==> src/rtl/traffic_pkg.sv <==
// Shared types for the traffic-light timing scheduler.
//   level_t     flow level 0..2, 3 marks an invalid vision sample
//   phase_t     tracked light phase
//   timing_t    red/green duration pair for one flow level
package traffic_pkg;

   localparam int CW = 5;

   typedef logic [1:0] level_t;

   localparam level_t LVL_INVALID = 2'd3;

   typedef enum logic [1:0] {
      PH_WAIT  = 2'd0,
      PH_RED   = 2'd1,
      PH_GREEN = 2'd2
   } phase_t;

   typedef struct packed {
      logic [CW-1:0] red;
      logic [CW-1:0] green;
   } timing_t;

endpackage

==> src/rtl/traffic_level_filter.sv <==
// Debounces the flow level coming from the vision path and falls back to a
// safe level when no valid sample has arrived for STALE_SEC seconds.
//   clk, reset_n           clock, async active-low reset
//   tick_sec               1-cycle second tick
//   vis_valid, vis_level   vision sample strobe and level (3 = no sample)
//   lvl_q                  accepted level
//   stale                  vision stale, lvl_q forced to FALLBACK_LVL
module traffic_level_filter
   import traffic_pkg::*;
#(
   parameter int     CONFIRM_N    = 3,
   parameter int     STALE_SEC    = 10,
   parameter level_t FALLBACK_LVL = 2'd1
) (
   input  logic   clk,
   input  logic   reset_n,
   input  logic   tick_sec,
   input  logic   vis_valid,
   input  level_t vis_level,
   output level_t lvl_q,
   output logic   stale
);

   localparam int RW = $clog2(CONFIRM_N + 1);
   localparam int SW = $clog2(STALE_SEC + 1);

   level_t        cand;
   logic [RW-1:0] run;
   logic [RW-1:0] run_nxt;
   logic [SW-1:0] stale_left;
   logic          sample;

   always_comb begin
      sample  = vis_valid && (vis_level != LVL_INVALID);
      run_nxt = RW'(1);
      if (vis_level == cand) begin
         run_nxt = (run == RW'(CONFIRM_N)) ? run : run + RW'(1);
      end
   end

   // Watchdog is a down-counter: reloaded by every accepted sample, and the
   // terminal count forces the fallback level once. It then holds at zero.
   always_ff @(posedge clk or negedge reset_n) begin
      if (!reset_n) begin
         cand       <= '0;
         run        <= '0;
         lvl_q      <= '0;
         stale      <= 1'b0;
         stale_left <= SW'(STALE_SEC);
      end else if (sample) begin
         cand       <= vis_level;
         run        <= run_nxt;
         stale      <= 1'b0;
         stale_left <= SW'(STALE_SEC);
         if (run_nxt == RW'(CONFIRM_N)) begin
            lvl_q <= vis_level;
         end
      end else if (tick_sec && (stale_left != '0)) begin
         stale_left <= stale_left - SW'(1);
         if (stale_left == SW'(1)) begin
            stale <= 1'b1;
            lvl_q <= FALLBACK_LVL;
            run   <= '0;
         end
      end
   end

endmodule

==> src/rtl/traffic_timing_sched.sv <==
// Feeds the traffic-light FSM its level and red/green durations from a
// per-level timing table, committing new plans only at phase boundaries,
// and exports a per-phase seconds countdown for the display.
//   clk, reset_n                     clock, async active-low reset
//   tick_sec                         1-cycle second tick
//   vis_valid, vis_level             vision flow-level samples
//   tr_valid, light_valid            FSM phase-start pulses
//   cfg_we, cfg_idx, cfg_red/green   shadow table write port
//   traffic_sel, howmany_count_*     committed plan to the FSM
//   remain_sec, phase_green          display countdown and tracked phase
//   stale, cfg_pending, cfg_err      status
//
// state    | meaning
// PH_WAIT  | after reset, phase unknown until the first tr_valid
// PH_RED   | FSM counting red
// PH_GREEN | FSM counting green
module traffic_timing_sched
   import traffic_pkg::*;
#(
   parameter int            CONFIRM_N    = 3,
   parameter int            STALE_SEC    = 10,
   parameter level_t        FALLBACK_LVL = 2'd1,
   parameter logic [CW-1:0] DEF_RED0     = 5'd5,
   parameter logic [CW-1:0] DEF_RED1     = 5'd8,
   parameter logic [CW-1:0] DEF_RED2     = 5'd12,
   parameter logic [CW-1:0] DEF_GRN0     = 5'd12,
   parameter logic [CW-1:0] DEF_GRN1     = 5'd8,
   parameter logic [CW-1:0] DEF_GRN2     = 5'd5
) (
   input  logic          clk,
   input  logic          reset_n,
   input  logic          tick_sec,
   input  logic          vis_valid,
   input  level_t        vis_level,
   input  logic          tr_valid,
   input  logic          light_valid,
   input  logic          cfg_we,
   input  logic [1:0]    cfg_idx,
   input  logic [CW-1:0] cfg_red,
   input  logic [CW-1:0] cfg_green,
   output level_t        traffic_sel,
   output logic [CW-1:0] howmany_count_red,
   output logic [CW-1:0] howmany_count_green,
   output logic [CW-1:0] remain_sec,
   output logic          phase_green,
   output logic          stale,
   output logic          cfg_pending,
   output logic          cfg_err
);

   level_t        lvl_q;
   phase_t        phase, phase_nxt;
   logic          enter_red, enter_green, commit_pend;
   logic [CW-1:0] plan_green;
   timing_t       shadow [3];
   timing_t       active [3];
   timing_t       sel_timing;

   traffic_level_filter #(
      .CONFIRM_N   (CONFIRM_N),
      .STALE_SEC   (STALE_SEC),
      .FALLBACK_LVL(FALLBACK_LVL)
   ) u_filter (
      .clk      (clk),
      .reset_n  (reset_n),
      .tick_sec (tick_sec),
      .vis_valid(vis_valid),
      .vis_level(vis_level),
      .lvl_q    (lvl_q),
      .stale    (stale)
   );

   always_ff @(posedge clk or negedge reset_n) begin
      if (!reset_n) phase <= PH_WAIT;
      else          phase <= phase_nxt;
   end

   always_comb begin
      phase_nxt   = phase;
      enter_red   = 1'b0;
      enter_green = 1'b0;
      if (tr_valid) begin
         phase_nxt = PH_RED;
         enter_red = 1'b1;
      end else if (light_valid && (phase == PH_RED)) begin
         phase_nxt   = PH_GREEN;
         enter_green = 1'b1;
      end
   end

   assign phase_green = (phase == PH_GREEN);

   always_comb begin
      sel_timing = active[0];
      case (lvl_q)
         2'd1:    sel_timing = active[1];
         2'd2:    sel_timing = active[2];
         default: sel_timing = active[0];
      endcase
   end

   // A write in the same cycle as tr_valid lands in shadow after the copy,
   // so it stays pending until the following cycle start.
   always_ff @(posedge clk or negedge reset_n) begin
      if (!reset_n) begin
         shadow[0]   <= '{red: DEF_RED0, green: DEF_GRN0};
         shadow[1]   <= '{red: DEF_RED1, green: DEF_GRN1};
         shadow[2]   <= '{red: DEF_RED2, green: DEF_GRN2};
         active[0]   <= '{red: DEF_RED0, green: DEF_GRN0};
         active[1]   <= '{red: DEF_RED1, green: DEF_GRN1};
         active[2]   <= '{red: DEF_RED2, green: DEF_GRN2};
         cfg_pending <= 1'b0;
         cfg_err     <= 1'b0;
      end else begin
         if (tr_valid) begin
            for (int i = 0; i < 3; i++) active[i] <= shadow[i];
            cfg_pending <= 1'b0;
         end
         cfg_err <= 1'b0;
         if (cfg_we) begin
            case (cfg_idx)
               2'd0:    shadow[0] <= '{red: cfg_red, green: cfg_green};
               2'd1:    shadow[1] <= '{red: cfg_red, green: cfg_green};
               2'd2:    shadow[2] <= '{red: cfg_red, green: cfg_green};
               default: cfg_err   <= 1'b1;
            endcase
            if (cfg_idx != LVL_INVALID) cfg_pending <= 1'b1;
         end
      end
   end

   // Red plan is committed one edge into GREEN and green is handed over on
   // the next cycle start, so neither changes while the FSM is counting it.
   always_ff @(posedge clk or negedge reset_n) begin
      if (!reset_n) begin
         commit_pend         <= 1'b0;
         traffic_sel         <= '0;
         howmany_count_red   <= DEF_RED0;
         howmany_count_green <= DEF_GRN0;
         plan_green          <= DEF_GRN0;
         remain_sec          <= '0;
      end else begin
         commit_pend <= enter_green;
         if (commit_pend) begin
            traffic_sel       <= lvl_q;
            howmany_count_red <= sel_timing.red;
            plan_green        <= sel_timing.green;
         end
         if (tr_valid) howmany_count_green <= plan_green;

         if (enter_red)                       remain_sec <= howmany_count_red;
         else if (enter_green)                remain_sec <= howmany_count_green;
         else if (tick_sec && remain_sec != '0) remain_sec <= remain_sec - CW'(1);
      end
   end

endmodule

==> config.mk <==
export PLATFORM = sky130hd
export DESIGN_NAME = traffic_timing_sched
export DESIGN_NICKNAME = d
export VERILOG_FILES = /design/src/rtl/traffic_pkg.sv /design/src/rtl/traffic_level_filter.sv /design/src/rtl/traffic_timing_sched.sv
export SDC_FILE = /design/constraint.sdc
export NUM_CORES = 1
export LEC_CHECK = 0
export ABC_CLOCK_PERIOD_IN_PS = 2100
export CAP_MARGIN = 20
export CORE_ASPECT_RATIO = 1.25
export CORE_MARGIN = 2
export CORE_UTILIZATION = 55
export DETAILED_ROUTE_END_ITERATION = 8
export DONT_BUFFER_PORTS = 1
export GPL_ROUTABILITY_DRIVEN = 0
export PLACE_DENSITY = 0.79
export SETUP_SLACK_MARGIN = 0.2
export SYNTH_ARGS = -nofsm -noshare
export SYNTH_HDL_FRONTEND = slang
export SYNTH_SLANG_ARGS = --single-unit
==> constraint.sdc <==
create_clock -name clk -period 2.1 [get_ports clk]
set_input_delay 0.315 -clock clk [delete_from_list [all_inputs] [get_ports clk]]
set_output_delay 0.315 -clock clk [all_outputs]
set_load 0.02 [all_outputs]
== Yosys cells after proc, flatten, opt, wreduce, memory -nomap -nowiden ==
Index checks and enable logic that the tools add are counted.

* Word-level logic and storage cells: 87
* Flip-flop bits (word level): 98
* Input port bits: 21
* Output and inout bits: 21

* Equality and inequality tests: 13
* Mux-type cells: 28
* Reductions and logical operators: 17
* Add/sub/neg operators: 3

{| class="wikitable"
|+ Operators by type and width
! cell !! count
|-
| 2-to-1 mux 2 bit || 11
|-
| case mux 10 bit (2 select lines) || 1
|-
| 2-to-1 mux 5 bit || 3
|-
| 2-to-1 mux 1 bit || 11
|-
| equality test 2 bit, second input constant || 5
|-
| 2-to-1 mux 4 bit || 2
|-
| AND reduction 2 bit || 4
|-
| equality test 2 x 1 -> 1 bit, second input constant || 3
|-
| inequality test 2 bit, second input constant || 3
|-
| nonzero test 2 bit || 3
|-
| nonzero test 5 bit || 1
|-
| subtractor 5 x 1 -> 5 bit, second input constant || 1
|-
| equality test 4 x 1 -> 1 bit, second input constant || 1
|-
| logical AND 1 bit || 4
|-
| nonzero test 4 bit || 1
|-
| subtractor 4 x 1 -> 4 bit, second input constant || 1
|-
| AND reduction 3 bit || 1
|-
| nonzero test 3 bit || 1
|-
| OR reduction 3 bit || 1
|-
| adder 2 x 1 -> 2 bit, second input constant || 1
|-
| equality test 2 bit || 1
|-
| logical NOT 2 bit || 1
|}

== Longest topological paths before layout ==
* Depth after elaboration: 6
* Gate-level depth with buffers: 6
* Gate-level depth less buffers: 6

== Modules after synthesis ==
Synthesis repeated with hierarchy kept, for this count alone.

* Cell total of the unflattened synthesis: 327
* Area, all modules: 4300.4 um^2

{| class="wikitable"
|+ By module, submodules not included
! module !! sequential area each (um^2) !! cells an instance !! area an instance (um^2) !! times used
|-
| traffic_timing_sched || 2209.6 || 263 || 3666.0 || 1
|-
| traffic_level_filter || 277.8 || 64 || 634.4 || 1
|}

== Least setup slack after synthesis ==
OpenSTA, ideal clock, no wires.

* Path kind: register to register
* From: reg u_filter.stale_left[1]
* To: reg u_filter.lvl_q[1]
* Setup time: 0.122 ns
* Stages on the path, launching flop included: 6
* Clock period less this slack: 1.746 ns
* Arrival: 1.624 ns
* Buffers on the path: 0
* Slack: 0.354 ns
* Path through: dfstp_2 > inv_1 > ha_1 > or4_4 > a21o_1 > a32o_1

* Longest elaborated chain between the ends: 4
* Elaborated cells between the ends (all ways): 6

{| class="wikitable"
|+ Ends and longest elaborated chain
! item !! RTL line !! text
|-
| start: declaration || traffic_level_filter.sv:30 || <nowiki>logic [SW-1:0] stale_left;</nowiki>
|-
| start signal: assignment || traffic_level_filter.sv:49 || <nowiki>stale_left <= SW'(STALE_SEC);</nowiki>
|-
| start signal: assignment || traffic_level_filter.sv:54 || <nowiki>stale_left <= SW'(STALE_SEC);</nowiki>
|-
| start signal: assignment || traffic_level_filter.sv:59 || <nowiki>stale_left <= stale_left - SW'(1);</nowiki>
|-
| nonzero test 4 bit || traffic_level_filter.sv:58 || <nowiki>end else if (tick_sec && (stale_left != '0)) begin</nowiki>
|-
| logical AND 1 bit || traffic_level_filter.sv:58 ||
|-
| nonzero test 2 bit (no line) || n/a ||
|-
| AND reduction 3 bit (no line) (*) || n/a ||
|-
| end signal: assignment || traffic_level_filter.sv:56 || <nowiki>lvl_q <= vis_level;</nowiki>
|-
| end: declaration || traffic_level_filter.sv:20 || <nowiki>output level_t lvl_q,</nowiki>
|}

Every way passes the cells marked *; elsewhere a longest branch is shown, timed or not.
A chain may end at the register's enable or synchronous reset.

== Final worst setup path ==
Same ends and word-level chain as after synthesis.

==> metrics.sh <==
DIEHEIGHT_MICRONS=101
GRT_USAGE=0.181
ANTENNA_LEFT=0
POWER.LEAKAGE_nW=1.89
MAXIMUM_NUMBER_OF_PINS_ON_ONE_NET_BEFORE_GLOBAL_ROUTE_REPAIR=99
FINAL-HOLD-VIOLATION-COUNT=98
DETAILEDROUTE.FIRSTITERATIONVIOLATIONS=158
POST-ROUTE-MIN-PERIOD_NS=1.81
SYNTH_EDF_COUNT=0
FINALCLOCKSKEW_NS=0.0119
NUMBER_OF_VIAS_AFTER_DETAILED_ROUTING=2403
SYNTH_TOP_AREA_FRAC=0.419
POST_DRT_WL_PER_CELL_MICRONS=16.9
STATUS='finished with violations'
CP_DATA_REQUIRED_TIME_NS=2.34
TIMING.FMAX_GHz=0.551
SETUP-VIOLATIONS-FINAL=0
POST-CTS-SETUP-BUFFERS=0
POST_CTS_RESIZED=0
HOLD_PATH_CLASS='input port to asynchronous set/reset pin'
CTS_MAX_PATH_BUFFERS=2
UNREPAIRED_SETUP_ENDPOINTS_AFTER_GLOBAL_ROUTING='false'
DIE_OUTLINE_AREA_SQ_UM=8320
COUNT_OF_UNRESOLVED_DRC_VIOLATIONS_AFTER_ROUTING=0
CP_MAX_FO=4
POST_SYN_AREA_SQ_UM=4180
MAXSLEWHEADROOM=0.657
ANTENNA_DIODE_COUNT=0
CPPEAKSTAGEDELAY_NS=0.55
WIRE_LENGTH_OF_THE_FIRST_GLOBAL_ROUTING_PASS_MICRONS=11400
YOSYS_REGISTER_BITS=98
ANTENNA_FOUND_INITIAL=0
VIOLATIONS_IN_THE_FINAL_REPORTS='hold timing'
LAYOUT-DRIVE-GT1-SHARE=0.398
YS_WARN_COUNT=0
FIN_SETUP_TNS_NS=0
WORST-PATH-BUF-INV=1
SYNTH_NETS=344
ROW_COUNT=35
YS_TYPES=39
IR_WORST_VDD_uV=624
PORTBUFFERS=0
CLOCK_LATENCY_NS=0.34
FINAL_MAX_SLEW_VIOL_COUNT=0
START_UTIL=0.568
TRITONCTS_CLOCK_TREE='built'
FIRST_GLOBAL_VIAS=2380
VIAS_PER_CELL=5.80
CTSROOTBUFFERMASTER='sky130_fd_sc_hd__clkbuf_8'
TOP_LEVEL_PORTS=42
CELL_COUNT_AFTER_PLACEMENT=398
DESIGN_AREA_SQ_UM=4440
SYNTH_ASYNC_SR_FLOP_SHARE=1.00
DIE_X_MICRONS=82.0
LAYOUT-AREA-OVERHEAD-VS-SYNTH_PCT=6.26
DESIGN.FINAL.NETS=344
WORSTSETUPENDPOINTTYPE='flop'
WORST-ENDPOINT-ARRIVAL_NS=2.05
POST-ROUTE-PERIOD-UTIL=0.864
HOLD_SLACK_NS=-0.351
POSTSYNTH.TOPFLOPCELL='sky130_fd_sc_hd__dfrtp_1'
POWER.TOTAL_mW=4.92
DETAILEDROUTE.FIRSTPASSITERATIONCOUNT=4
PATH_CELLS='inv_1 > ha_1 > or4_4 > a21o_1 > a32o_1'
GRT_REMAINING_OVERFLOW=0
SYNTH_AREA_LEADER_CELL='sky130_fd_sc_hd__dfrtp_1'
MAX-CAP-VIOLATIONS=0
FP.COREAREA_SQ_UM=7360
CLOCK_SINKS=98
PLACEDINSTANCEAREA_SQ_UM=4260
AVGSYNTHCELLAREA_SQ_UM=13.2
CPLARGESTDELAYFAMILY='flip-flops'
CLKSLEWWORSTSETUPHOLDPATHS_NS=0.10
SYNTH-SEQ-AREA-SHARE=0.595
FINAL-INSTANCE-COUNT-EXCL-FILL=414
NUMCTSBUFFERS=9
NUMBER_OF_H_TREE_LEVELS=3
CRIT_PATH_TOP_DELAY_CELL='sky130_fd_sc_hd__dfstp_2'
TRANSITION_TIME_OF_THE_TIGHTEST_SLEW_CHECK_PIN_NS=0.515
STARTPOINT_TO_ENDPOINT_CLASS_OF_THE_CRITICAL_PATH='flop to flop'
DP_HPWL_MICRONS=4730
CP_LAUNCH_TYPE='flop'
POST_SYNTH_MAIN_AREA_CONTRIBUTORS='sky130_fd_sc_hd__dfrtp_1 (42%), sky130_fd_sc_hd__mux2_2 (21%), sky130_fd_sc_hd__dfstp_2 (18%)'
POWER.DENSITY_nW_PER_UM2=1110
NETLIST_INSTANCES=317
ROUTED_WIRELENGTH_MICRONS=6990
==> where the power goes <==
| group | internal, mW | leakage (nW) | total [mW] | switching (mW) |
|---|---|---|---|---|
| Combinational | 0.494 | 0.664 | 0.804 | 0.310 |
| Clock | 0.470 | 0.0899 | 1.09 | 0.620 |
| Sequential | 2.48 | 1.13 | 3.02 | 0.548 |
==> cells in the mapped netlist, drive strengths merged, types with 2 or more instances <==
cell	number
ha	6
nand2	29
xor2	3
nor4b	2
a21oi	6
o21ai	15
a22oi	11
nor2	9
and3	2
clkbuf	7
dfstp	28
nor3	4
nor2b	2
dfrtp	70
nand3b	3
a31oi	2
nand3	2
mux2	77
a21o	3
buf	8
xnor2	3
inv	10
==> cells in the final DEF (no fill, tap or decap), types with 2 or more instances in the layout <==
| master | instances |
|---|---|
| sky130_fd_sc_hd__nor2b_1 | 2 |
| sky130_fd_sc_hd__a22oi_1 | 11 |
| sky130_fd_sc_hd__dfstp_2 | 28 |
| sky130_fd_sc_hd__clkbuf_8 | 10 |
| sky130_fd_sc_hd__a21o_1 | 3 |
| sky130_fd_sc_hd__inv_1 | 10 |
| sky130_fd_sc_hd__nor3_1 | 4 |
| sky130_fd_sc_hd__o21ai_0 | 15 |
| sky130_fd_sc_hd__a31oi_1 | 2 |
| sky130_fd_sc_hd__xnor2_1 | 3 |
| sky130_fd_sc_hd__nand3b_1 | 3 |
| sky130_fd_sc_hd__nor2_1 | 9 |
| sky130_fd_sc_hd__dfrtp_1 | 70 |
| sky130_fd_sc_hd__nand2_1 | 29 |
| sky130_fd_sc_hd__clkinv_4 | 2 |
| sky130_fd_sc_hd__mux2_2 | 77 |
| sky130_fd_sc_hd__nand3_1 | 2 |
| sky130_fd_sc_hd__xor2_1 | 3 |
| sky130_fd_sc_hd__ha_1 | 6 |
| sky130_fd_sc_hd__and3_1 | 2 |
| sky130_fd_sc_hd__buf_4 | 4 |
| sky130_fd_sc_hd__a21oi_1 | 6 |
==> flip-flops by register name, summed over array words and instances (netlist names), 2 cells and up <==
name                 flops
u_filter.cand            2
howmany_count_red        5
u_filter.lvl_q           2
remain_sec               5
traffic_sel              2
plan_green               5
howmany_count_green      5
active                  30
u_filter.stale_left      4
phase                    2
shadow                  30
u_filter.run             2
==> final timing paths <==
check | startpoint | end | slack, ns | cells after the start
worst min-delay path | reset_n | u_filter.stale$_DFFE_PN0P_ | -0.35 | 0
min in group clk | tr_valid | phase[1]$_DFFE_PN0P_ | 0.04 | 1
worst max register to register | u_filter.stale_left[1]$_DFFE_PN1P_ | u_filter.lvl_q[1]$_DFFE_PN0P_ | 0.29 | 5
max in group asynchronous | reset_n | howmany_count_green[3]$_DFFE_PN1P_ | 2.22 | 0
worst min register to register | shadow[3]$_DFFE_PN0P_ | active[3]$_DFFE_PN0P_ | 0.50 | 1
worst max-delay path | u_filter.stale_left[1]$_DFFE_PN1P_ | u_filter.lvl_q[1]$_DFFE_PN0P_ | 0.29 | 5
==> per-layer routing <==
layer / vias to the layer above / share of wire / track usage
li1: 1113 / - / -
met1: 1237 / 0.44 / 0.233
met5: - / 0 / 0
met4: 0 / 0.012 / 0.0692
met2: 47 / 0.50 / 0.300
met3: 6 / 0.046 / 0.0383
==> cell families (layout without fill, tap and decap cells) <==
| kind of cell | count (synthesis) | count (layout) | synth area share |
|---|---|---|---|
| multiplexers | 78 | 78 | 0.210 |
| XOR/XNOR | 6 | 6 | 0.0126 |
| flip-flops | 98 | 98 | 0.595 |
| buffers and inverters | 25 | 30 | 0.0243 |
| adder cells (fa/ha/maj) | 6 | 6 | 0.0180 |
| AND/OR/NAND/NOR | 57 | 57 | 0.0671 |
| AO/OA/AOI/OAI | 47 | 47 | 0.0731 |
==> layout make-up <==
type / instances / area [sq um]
Tap cell: 92 / 115
Fill cell: 567 / 2920
Clock inverter: 5 / 38.8
Inverter: 10 / 37.5
Multi-Input combinational cell: 194 / 1590
Sequential cell: 98 / 2490
Clock buffer: 11 / 141
Timing Repair Buffer: 4 / 30.0
==> per-stage QoR <==
step	util	setup slack (ns)
global placement	0.579	0.326
global route	0.604	0.228
floorplan	-	0.354
detailed placement	0.579	0.289
CTS	0.604	0.290
finish	0.604	0.286
Power figures use the tool's default switching activity.
